<file path="src/rtl/bit_serializer.sv">
// Parallel-to-serial stage feeding the 0111 sequence detector: WIDTH-bit words in, one bit per clock out.
// Optional even-parity trailer bit when BIT_SERIALIZER_PARITY_EN is defined.
module bit_serializer #(
    parameter int unsigned WIDTH     = 8,
    parameter bit          MSB_FIRST = 1'b1,
    parameter bit          IDLE_BIT  = 1'b0
) (
    input  logic             clk,
    input  logic             rst,
    input  logic             load_valid,
    input  logic [WIDTH-1:0] load_data,
    output logic             load_ready,
    output logic             ser_out,
    output logic             ser_valid,
    output logic             frame_done,
    output logic             busy
);

`ifdef BIT_SERIALIZER_PARITY_EN
    localparam int unsigned FRAME_LEN = WIDTH + 1;
`else
    localparam int unsigned FRAME_LEN = WIDTH;
`endif
    localparam int unsigned CNT_W = $clog2(WIDTH + 1);
    localparam logic [CNT_W-1:0] CNT_LAST = CNT_W'(FRAME_LEN - 1);

    typedef enum logic {StIdle, StShift} state_t;

    state_t               r_state;
    logic [FRAME_LEN-1:0] r_shift;
    logic [CNT_W-1:0]     r_cnt;
    logic                 r_ser_out;
    logic                 r_ser_valid;
    logic                 r_frame_done;

    logic [FRAME_LEN-1:0] w_frame;
    logic [FRAME_LEN-1:0] w_load_rest;
    logic [FRAME_LEN-1:0] w_shift_rest;
    logic                 w_load_first;
    logic                 w_shift_next;
    logic                 w_accept;

    // Parity sits at the tail of the frame whichever end is shifted first.
    always_comb begin
`ifdef BIT_SERIALIZER_PARITY_EN
        if (MSB_FIRST) begin
            w_frame = {load_data, ^load_data};
        end else begin
            w_frame = {^load_data, load_data};
        end
`else
        w_frame = load_data;
`endif
    end

    always_comb begin
        if (MSB_FIRST) begin
            w_load_first = w_frame[FRAME_LEN-1];
            w_load_rest  = w_frame << 1;
            w_shift_next = r_shift[FRAME_LEN-1];
            w_shift_rest = r_shift << 1;
        end else begin
            w_load_first = w_frame[0];
            w_load_rest  = w_frame >> 1;
            w_shift_next = r_shift[0];
            w_shift_rest = r_shift >> 1;
        end
    end

    // Ready in IDLE and during the last bit, so back-to-back words leave no bubble.
    assign load_ready = rst && ((r_state == StIdle) || (r_cnt == '0));
    assign w_accept   = load_valid && load_ready;

    always_ff @(posedge clk or negedge rst) begin
        if (!rst) begin
            r_state      <= StIdle;
            r_shift      <= '0;
            r_cnt        <= '0;
            r_ser_out    <= IDLE_BIT;
            r_ser_valid  <= 1'b0;
            r_frame_done <= 1'b0;
        end else begin
            if (w_accept) begin
                r_state      <= StShift;
                r_shift      <= w_load_rest;
                r_cnt        <= CNT_LAST;
                r_ser_out    <= w_load_first;
                r_ser_valid  <= 1'b1;
                r_frame_done <= 1'b0;
            end else begin
                case (r_state)
                    StShift: begin
                        if (r_cnt == '0) begin
                            r_state      <= StIdle;
                            r_ser_out    <= IDLE_BIT;
                            r_ser_valid  <= 1'b0;
                            r_frame_done <= 1'b0;
                        end else begin
                            r_cnt        <= r_cnt - 1'b1;
                            r_shift      <= w_shift_rest;
                            r_ser_out    <= w_shift_next;
                            r_ser_valid  <= 1'b1;
                            r_frame_done <= (r_cnt == CNT_W'(1));
                        end
                    end
                    default: begin
                        r_state      <= StIdle;
                        r_ser_out    <= IDLE_BIT;
                        r_ser_valid  <= 1'b0;
                        r_frame_done <= 1'b0;
                    end
                endcase
            end
        end
    end

    assign ser_out    = r_ser_out;
    assign ser_valid  = r_ser_valid;
    assign frame_done = r_frame_done;
    assign busy       = (r_state == StShift);

endmodule

</file>
<file path="config.mk">
export PLATFORM = sky130hd
export DESIGN_NAME = bit_serializer
export DESIGN_NICKNAME = d
export VERILOG_FILES = /design/src/rtl/bit_serializer.sv
export SDC_FILE = /design/constraint.sdc
export NUM_CORES = 1
export LEC_CHECK = 0
export ABC_CLOCK_PERIOD_IN_PS = 2300
export BUFFER_PORTS_ARGS = -buffer_cell sky130_fd_sc_hd__clkbuf_2
export CORE_MARGIN = 2
export CORE_UTILIZATION = 50
export CTS_CLUSTER_DIAMETER = 50
export DETAILED_ROUTE_END_ITERATION = 6
export PLACE_DENSITY = 0.84
export SETUP_SLACK_MARGIN = 0.1
export SLEW_MARGIN = 20
export SYNTH_ARGS = -nofsm -noshare
export SYNTH_HDL_FRONTEND = slang
export SYNTH_SLANG_ARGS = --single-unit
</file>
<file path="constraint.sdc">
create_clock -name clk -period 2.3 [get_ports clk]
set_input_delay 0.46 -clock clk [delete_from_list [all_inputs] [get_ports clk]]
set_output_delay 0.46 -clock clk [all_outputs]
set_load 0.005 [all_outputs]
</file>
==> metrics.md, run 1 <==
| Metric | Value |
|---|---|
| Die width | `41.87 um` |
| 1st-iter DRT viols | `10` |
| Sequential share of the synthesized area | `0.4887` |
| Static leakage | `0.4362 nW` |
| Worst clock skew | `about 3.4 ps` |
| Synth warnings | `0` |
| Fin area | `874.6 um^2` |
| Initial antenna violation count | `0` |
| Area Overhead vs Synth | `21.99%` |
| Port bufs | `15` |
| Total grt overflow | `0` |
| Wirelength per Cell | `between 10 and 15 um` |
| H-tree depth | `1` |
| Vias post-DR | `between 500 and 600` |
| Initial Util | `0.5442` |
| #FFs+latches synth | `14` |
| Worst-skew pair later-pin latency | `270 ps` |
| Die Ht | `around 42 um` |
| Crit path max fanout | `6` |
| Vias in the first global route | `562` |
| Slew Limit Fails | `0` |
| Worst slew margin | `0.6889` |
| Critical Path, Cell by Cell | `inv_1 -> ha_2 -> or3b_4 -> nand2_8 -> and2_1 -> clkbuf_2` |
| Crit path kind | `flip-flop to output port` |
| Worst Path Required | `1840 ps` |
| Cell Area, Synth | `716.9 um^2` |
| Max_cap viols | `0` |
| Status | `finished clean` |
| Final net count | `97` |
| Commonest register cell after synthesis | `dfrtp_1` |
| Final WS setup | `174.4 ps` |
| Largest net degree at the start of global routing | `20` |
| Share of cells above drive strength 1 | `0.5000` |
| Detailed Route WL | `1334 um` |
| Max VDD drop | `0.6781 mV` |
| Fin crit period | `~2100 ps` |
| Setup TNS Final | `0 ps` |
| Core area | `1318 um^2` |
| CTS buffer count | `3` |
| Power Density | `around 1300 nW/um^2` |
| Final GP Congestion | `0.8161` |
| Synth area leaders | `dfrtp_1 49%, mux2_2 14%, ha_1 3.5%` |
| Syn_nets | `72` |
| Async SR Flop Fraction | `1.000` |
| Antenna-violating nets left | `0` |
| DRC | `0` |
| Worst path arrival time | `1670 ps` |
| IO Count | `16` |
| Final Hold Vio Count | `0` |
| CP Capture Type | `output port` |
| Cells after synthesis | `59` |
| Dominant cell type by area after synthesis | `dfrtp_1` |
| Standard-cell row count | `13` |
| First-pass GRT wire length | `2339 um` |
| Root buffer cell | `clkbuf_4` |
| Yosys top cell area share | `0.4887` |
| RSZ-0062 raised after global routing | `no` |
| DIE AREA | `1753 um^2` |
| Pre-CTS setup slack | `238.6 ps` |
| Critical-path cell with the highest stage delay | `or3b_4` |
| Top cells by count, synth | `14 x dfrtp_1, 9 x mux2_2, 4 x a21oi_1, 4 x nand3_1, 3 x nand2_1` |
| Drt first pass iters | `5` |
| Worst-margin pin slew | `466.6 ps` |
| Post-synth EDFFs | `0` |
| Final core occ | `0.6638` |
| Crit share post-route | `0.9242` |
| Hold crit path type | `primary input to async pin` |
| Post-DR vias/cell | `roughly 5.7` |
| DP HPWL | `957.5 um` |
| CTS Hold Bufs | `0` |
| # clock sinks | `14` |
| Number of library cell types mapped by synthesis | `26` |
| Placed Area | `794.5 um^2` |
| Reg clk slew, reported paths | `about 70 ps` |
| Inserted Diodes | `0` |
| Total power | `0.001120 W` |
| Depth of the most critical reg-to-reg path | `6` |
| Dominant cell by count in the synthesized netlist | `dfrtp_1` |
| Mean Syn Cell Area | `12.15 um^2` |
| All-Layer GR Usage | `0.1746` |
| Peak Freq | `470.4 MHz` |
| CTS tree | `yes` |
| Clk buf depth | `2` |
| CP peak stage delay | `420 ps` |
| CP Launch Type | `flip-flop` |
| Endpoints failing setup | `0` |
## worst max-delay path: cells and delay by family (launching register included)
| kind | cells | cell delay, ps |
|---|---|---|
| adders and majority gates | 1 | 190 |
| buffers and inverters | 2 | 180 |
| DFF | 1 | 380 |
| and+or+nand+nor | 3 | 640 |
## registers in the layout, indices dropped and copies added, names as in the netlist
signal,flops
frame_done,1
r_cnt,4
r_shift,7
ser_out,1
ser_valid,1
## stage by stage
stage | instances | hold WS, ps
2_1_floorplan | 59 | 164.4
3_3_place_gp | 87 | 442.0
3_5_place_dp | 87 | 447.2
4_1_cts | 93 | 153.9
5_1_grt | 97 | 163.8
6_report | 97 | 152.6
## cells by family (layout without fill, tap and decap cells)
kind of cell | Yosys count | in the layout | share of synthesized area
simple gates | 15 | 15 | 0.1449
flops | 14 | 14 | 0.4887
compound gates | 11 | 11 | 0.09949
mux | 11 | 11 | 0.1763
buf+inv | 5 | 28 | 0.04363
fa+ha+maj | 2 | 2 | 0.03490
xor+xnor | 1 | 1 | 0.01222
## power by group
part / total [W] / internal [W] / switching (W)
registers: 0.000446 / 0.000350 / 0.0000962
logic: 0.000547 / 0.000321 / 0.000225
clock network: 0.000128 / 0.0000605 / 0.0000672
## final cells by class
| class | count | area, um^2 |
|---|---|---|
| clock buffer | 3 | 22.52 |
| timing repair buffer | 23 | 135.1 |
| multi-input combinational | 40 | 340.3 |
| inverter | 2 | 7.507 |
| tap | 15 | 18.77 |
| sequential | 14 | 350.3 |
| fill | 101 | 442.9 |
## final timing paths
check / slack [ps] / startpoint / to
setup / recovery: 170 / r_cnt[1] / load_ready
hold / removal: 150 / rst / r_cnt[1]
setup reg to reg: 570 / r_cnt[1] / r_shift[5]
hold reg to reg: 510 / r_shift[2] / r_shift[3]
max in group asynchronous: 1960 / rst / r_shift[1]
min in group clk: 430 / load_data[0] / r_shift[1]
## cell usage in the layout, fill, tap and decap left out, types with 2 or more instances in the layout
cell type	Yosys	routed
dfrtp_1	14	14
buf_4	1	8
nand2_1	3	3
clkbuf_4	0	3
inv_1	2	2
a21oi_1	4	4
mux2_2	9	9
a221oi_1	2	2
o21ai_1	2	2
nand3_1	4	4
clkbuf_2	0	15
## metal layers
metal / wire, um / GRT usage
met5: 0 / 0
met4: 0 / 0.01935
met3: 60 / 0.06522
met2: 697 / 0.3000
met1: 576 / 0.2145
## what timing repair did
action                     4_1_cts  5_1_grt
hold endpoints to repair         0        0
setup endpoints to repair        1        1
cloned                           0        0
buffers inserted                 3        4
resized for setup                1        1
(Power assumes the default switching activity.)
==> run 2, diff against run 1 <==
Settings changed: RECOVER_POWER set to 100.
==> run 2 against run 1 <==
Cell area decreased by 1.9%. Largest cell class unchanged. Count of clock-buffer cells in the layout unchanged. Wire length up 3.4%. Fmax fell by 0.33%. Clock skew down 3.0 ps. Critical path type unchanged. First-iteration DRC count fell by 10%. Via count is 0.91% lower. Cell count did not move. Clock power barely moved.
==> metrics.md, run 2 (synthesized netlist as in run 1, its figures left out) <==
| Metric | Value |
|---|---|
| Vias post-DR | `545 (was 550)` |
| Endpoints failing setup | `0 (unchanged)` |
| DRC | `0 (unchanged)` |
| Max VDD drop | `0.6726 mV (was 0.6781 mV)` |
| Commonest non-fill, non-tap cells in the layout | `14 x dfrtp_1, 12 x clkbuf_2, 9 x mux2_2 (was 15 x clkbuf_2, 14 x dfrtp_1, 9 x mux2_2)` |
| IO Count | `16 (unchanged)` |
| Final GP Congestion | `0.8161 (unchanged)` |
| Worst-margin pin slew | `465.9 ps (was 466.6 ps)` |
| R2r setup slk | `490 ps (was 570 ps)` |
| DIE AREA | `1753 um^2 (unchanged)` |
| Largest net degree at the start of global routing | `20 (unchanged)` |
| Depth of the most critical reg-to-reg path | `6 (unchanged)` |
| CTS buffer count | `3 (unchanged)` |
| Inserted Diodes | `0 (unchanged)` |
| Hold crit path type | `primary input to async pin (unchanged)` |
| Core area | `1318 um^2 (unchanged)` |
| Root buffer cell | `clkbuf_4 (unchanged)` |
| Placed Area | `794.5 um^2 (unchanged)` |
| Final core occ | `0.6515 (was 0.6638)` |
| Biggest register | `r_shift (unchanged)` |
| Critical-path cell with the highest stage delay | `or3b_4 (unchanged)` |
| Reg clk slew, reported paths | `70 ps (about the same)` |
| Total grt overflow | `0 (unchanged)` |
| Share of cells above drive strength 1 | `0.4146 (was 0.5000)` |
| 1st-iter DRT viols | `9 (was 10)` |
| Initial antenna violation count | `0 (unchanged)` |
| Pint | `0.0006961 W (was 0.0007314 W)` |
| Area Overhead vs Synth | `19.72% (was 21.99%)` |
| Port bufs | `15 (unchanged)` |
| Power Density | `1264 nW/um^2 (was 1281 nW/um^2)` |
| Most common cell after layout, fill and taps aside | `dfrtp_1 (was clkbuf_2)` |
| Critical Path, Cell by Cell | `inv_1 -> ha_1 -> or3b_4 -> nand2_8 -> and2_0 -> clkbuf_2 (was inv_1 -> ha_2 -> or3b_4 -> nand2_8 -> and2_1 -> clkbuf_2)` |
| Crit path max fanout | `6 (unchanged)` |
| Worst clock skew | `0.3582 ps (was 3.355 ps)` |
| Clock power share | `0.116 (was 0.114)` |
| Die Ht | `41.87 um (unchanged)` |
| Initial Util | `0.5442 (unchanged)` |
| Worst-skew pair later-pin latency | `260 ps (was 270 ps)` |
| Setup TNS Final | `0 ps (unchanged)` |
| Fin area | `858.3 um^2 (was 874.6 um^2)` |
| First-pass GRT wire length | `2339 um (unchanged)` |
| Max reg flops | `7 (unchanged)` |
| Detailed Route WL | `1379 um (was 1334 um)` |
| CTS tree | `yes (unchanged)` |
| Switching Share | `0.3582 (was 0.3471)` |
| Worst slew margin | `0.6894 (was 0.6889)` |
| Drt first pass iters | `3 (was 5)` |
| Antenna-violating nets left | `0 (unchanged)` |
| Crit Reg-Reg Startpoint | `r_cnt[1] (unchanged)` |
| CP bufs+invs | `2 (unchanged)` |
| All-Layer GR Usage | `0.1746 (unchanged)` |
| Crit share post-route | `0.9273 (was 0.9242)` |
| Post-DR vias/cell | `5.619 (was 5.670)` |
| Worst Path Required | `1840 ps (about the same)` |
| Reg power frac | `0.413 (was 0.398)` |
| H-tree depth | `1 (unchanged)` |
| RSZ-0062 raised after global routing | `no (unchanged)` |
| CP Capture Type | `output port (unchanged)` |
| Fin crit period | `2133 ps (was 2126 ps)` |
| CP Launch Type | `flip-flop (unchanged)` |
| Final Hold Vio Count | `0 (unchanged)` |
| Static leakage | `0.4182 nW (was 0.4362 nW)` |
| Regs by FF count | `r_shift (7), r_cnt (4) (unchanged)` |
| Wirelength per Cell | `14.22 um (was 13.75 um)` |
| Comb pwr share | `0.471 (was 0.488)` |
| Slew Limit Fails | `0 (unchanged)` |
| R2r endpoint | `r_shift[5] (unchanged)` |
| Worst path arrival time | `1670 ps (about the same)` |
| Clk buf depth | `2 (unchanged)` |
| CP peak stage delay | `430 ps (was 420 ps)` |
| Crit path kind | `flip-flop to output port (unchanged)` |
| Max_cap viols | `0 (unchanged)` |
| CTS Hold Bufs | `0 (unchanged)` |
| Final net count | `97 (unchanged)` |
| Peak Freq | `468.9 MHz (was 470.4 MHz)` |
| Status | `finished clean (unchanged)` |
| Die width | `41.87 um (unchanged)` |
| CP delay by family, top | `simple AND/OR/NAND/NOR gates (unchanged)` |
| P_sw | `0.0003885 W (was 0.0003888 W)` |
| Vias in the first global route | `562 (unchanged)` |
| # clock sinks | `14 (unchanged)` |
| Standard-cell row count | `13 (unchanged)` |
| DP HPWL | `957.5 um (unchanged)` |
-- run 2: layout make-up --
| cell class | instances | area, um^2 |
|---|---|---|
| fill | 105 | 459.2 |
| sequential | 14 | 350.3 |
| multi-input combinational | 40 | 335.3 |
| timing repair buffer | 23 | 123.9 |
| clock buffer | 3 | 22.52 |
| tap | 15 | 18.77 |
| inverter | 2 | 7.507 |
-- run 2: worst max-delay path by stage --
stage,startpoint,to,slack [ps],cells past startpoint
global route,r_cnt[1],load_ready,90,6
CTS,r_cnt[1],load_ready,140,6
global placement,r_cnt[0],load_ready,310,6
floorplan,r_cnt[0],load_ready,500,6
finish,r_cnt[1],load_ready,170,6
detailed placement,r_cnt[0],load_ready,240,6
-- run 2: per-stage QoR --
step | std cells | hold WS (ps) | power, W | worst slack (ps)
2_1_floorplan | 59 | 164.4 | 0.0007839 | 498.8
3_3_place_gp | 87 | 442.0 | 0.0008585 | 314.9
3_5_place_dp | 87 | 447.2 | 0.0008883 | 238.6
4_1_cts | 93 | 153.9 | 0.001058 | 141.6
5_1_grt | 97 | 207.8 | 0.001181 | 89.00
6_report | 97 | 188.6 | 0.001085 | 167.2
-- run 2: layer usage --
layer  wire length, um  vias up  global-route usage
met1               633      271              0.2145
met5                 0        -                   0
li1                  -      261                   -
met4                 0        0             0.01935
met3                52        0             0.06522
met2               694       13              0.3000
-- run 2: timing repair --
action / CTS / global route
resized for setup: 1 / 1
pin swaps: 0 / 0
setup buffers: 3 / 4
setup endpoints to repair: 1 / 1
-- run 2: power by group through the flow --
stage / registers [W] / logic (W) / clock network [W]
detailed placement: 0.000464 / 0.000424 / 0
finish: 0.000448 / 0.000511 / 0.000126
floorplan: 0.000415 / 0.000369 / 0
global placement: 0.000452 / 0.000406 / 0
global route: 0.000460 / 0.000577 / 0.000145
CTS: 0.000443 / 0.000482 / 0.000132
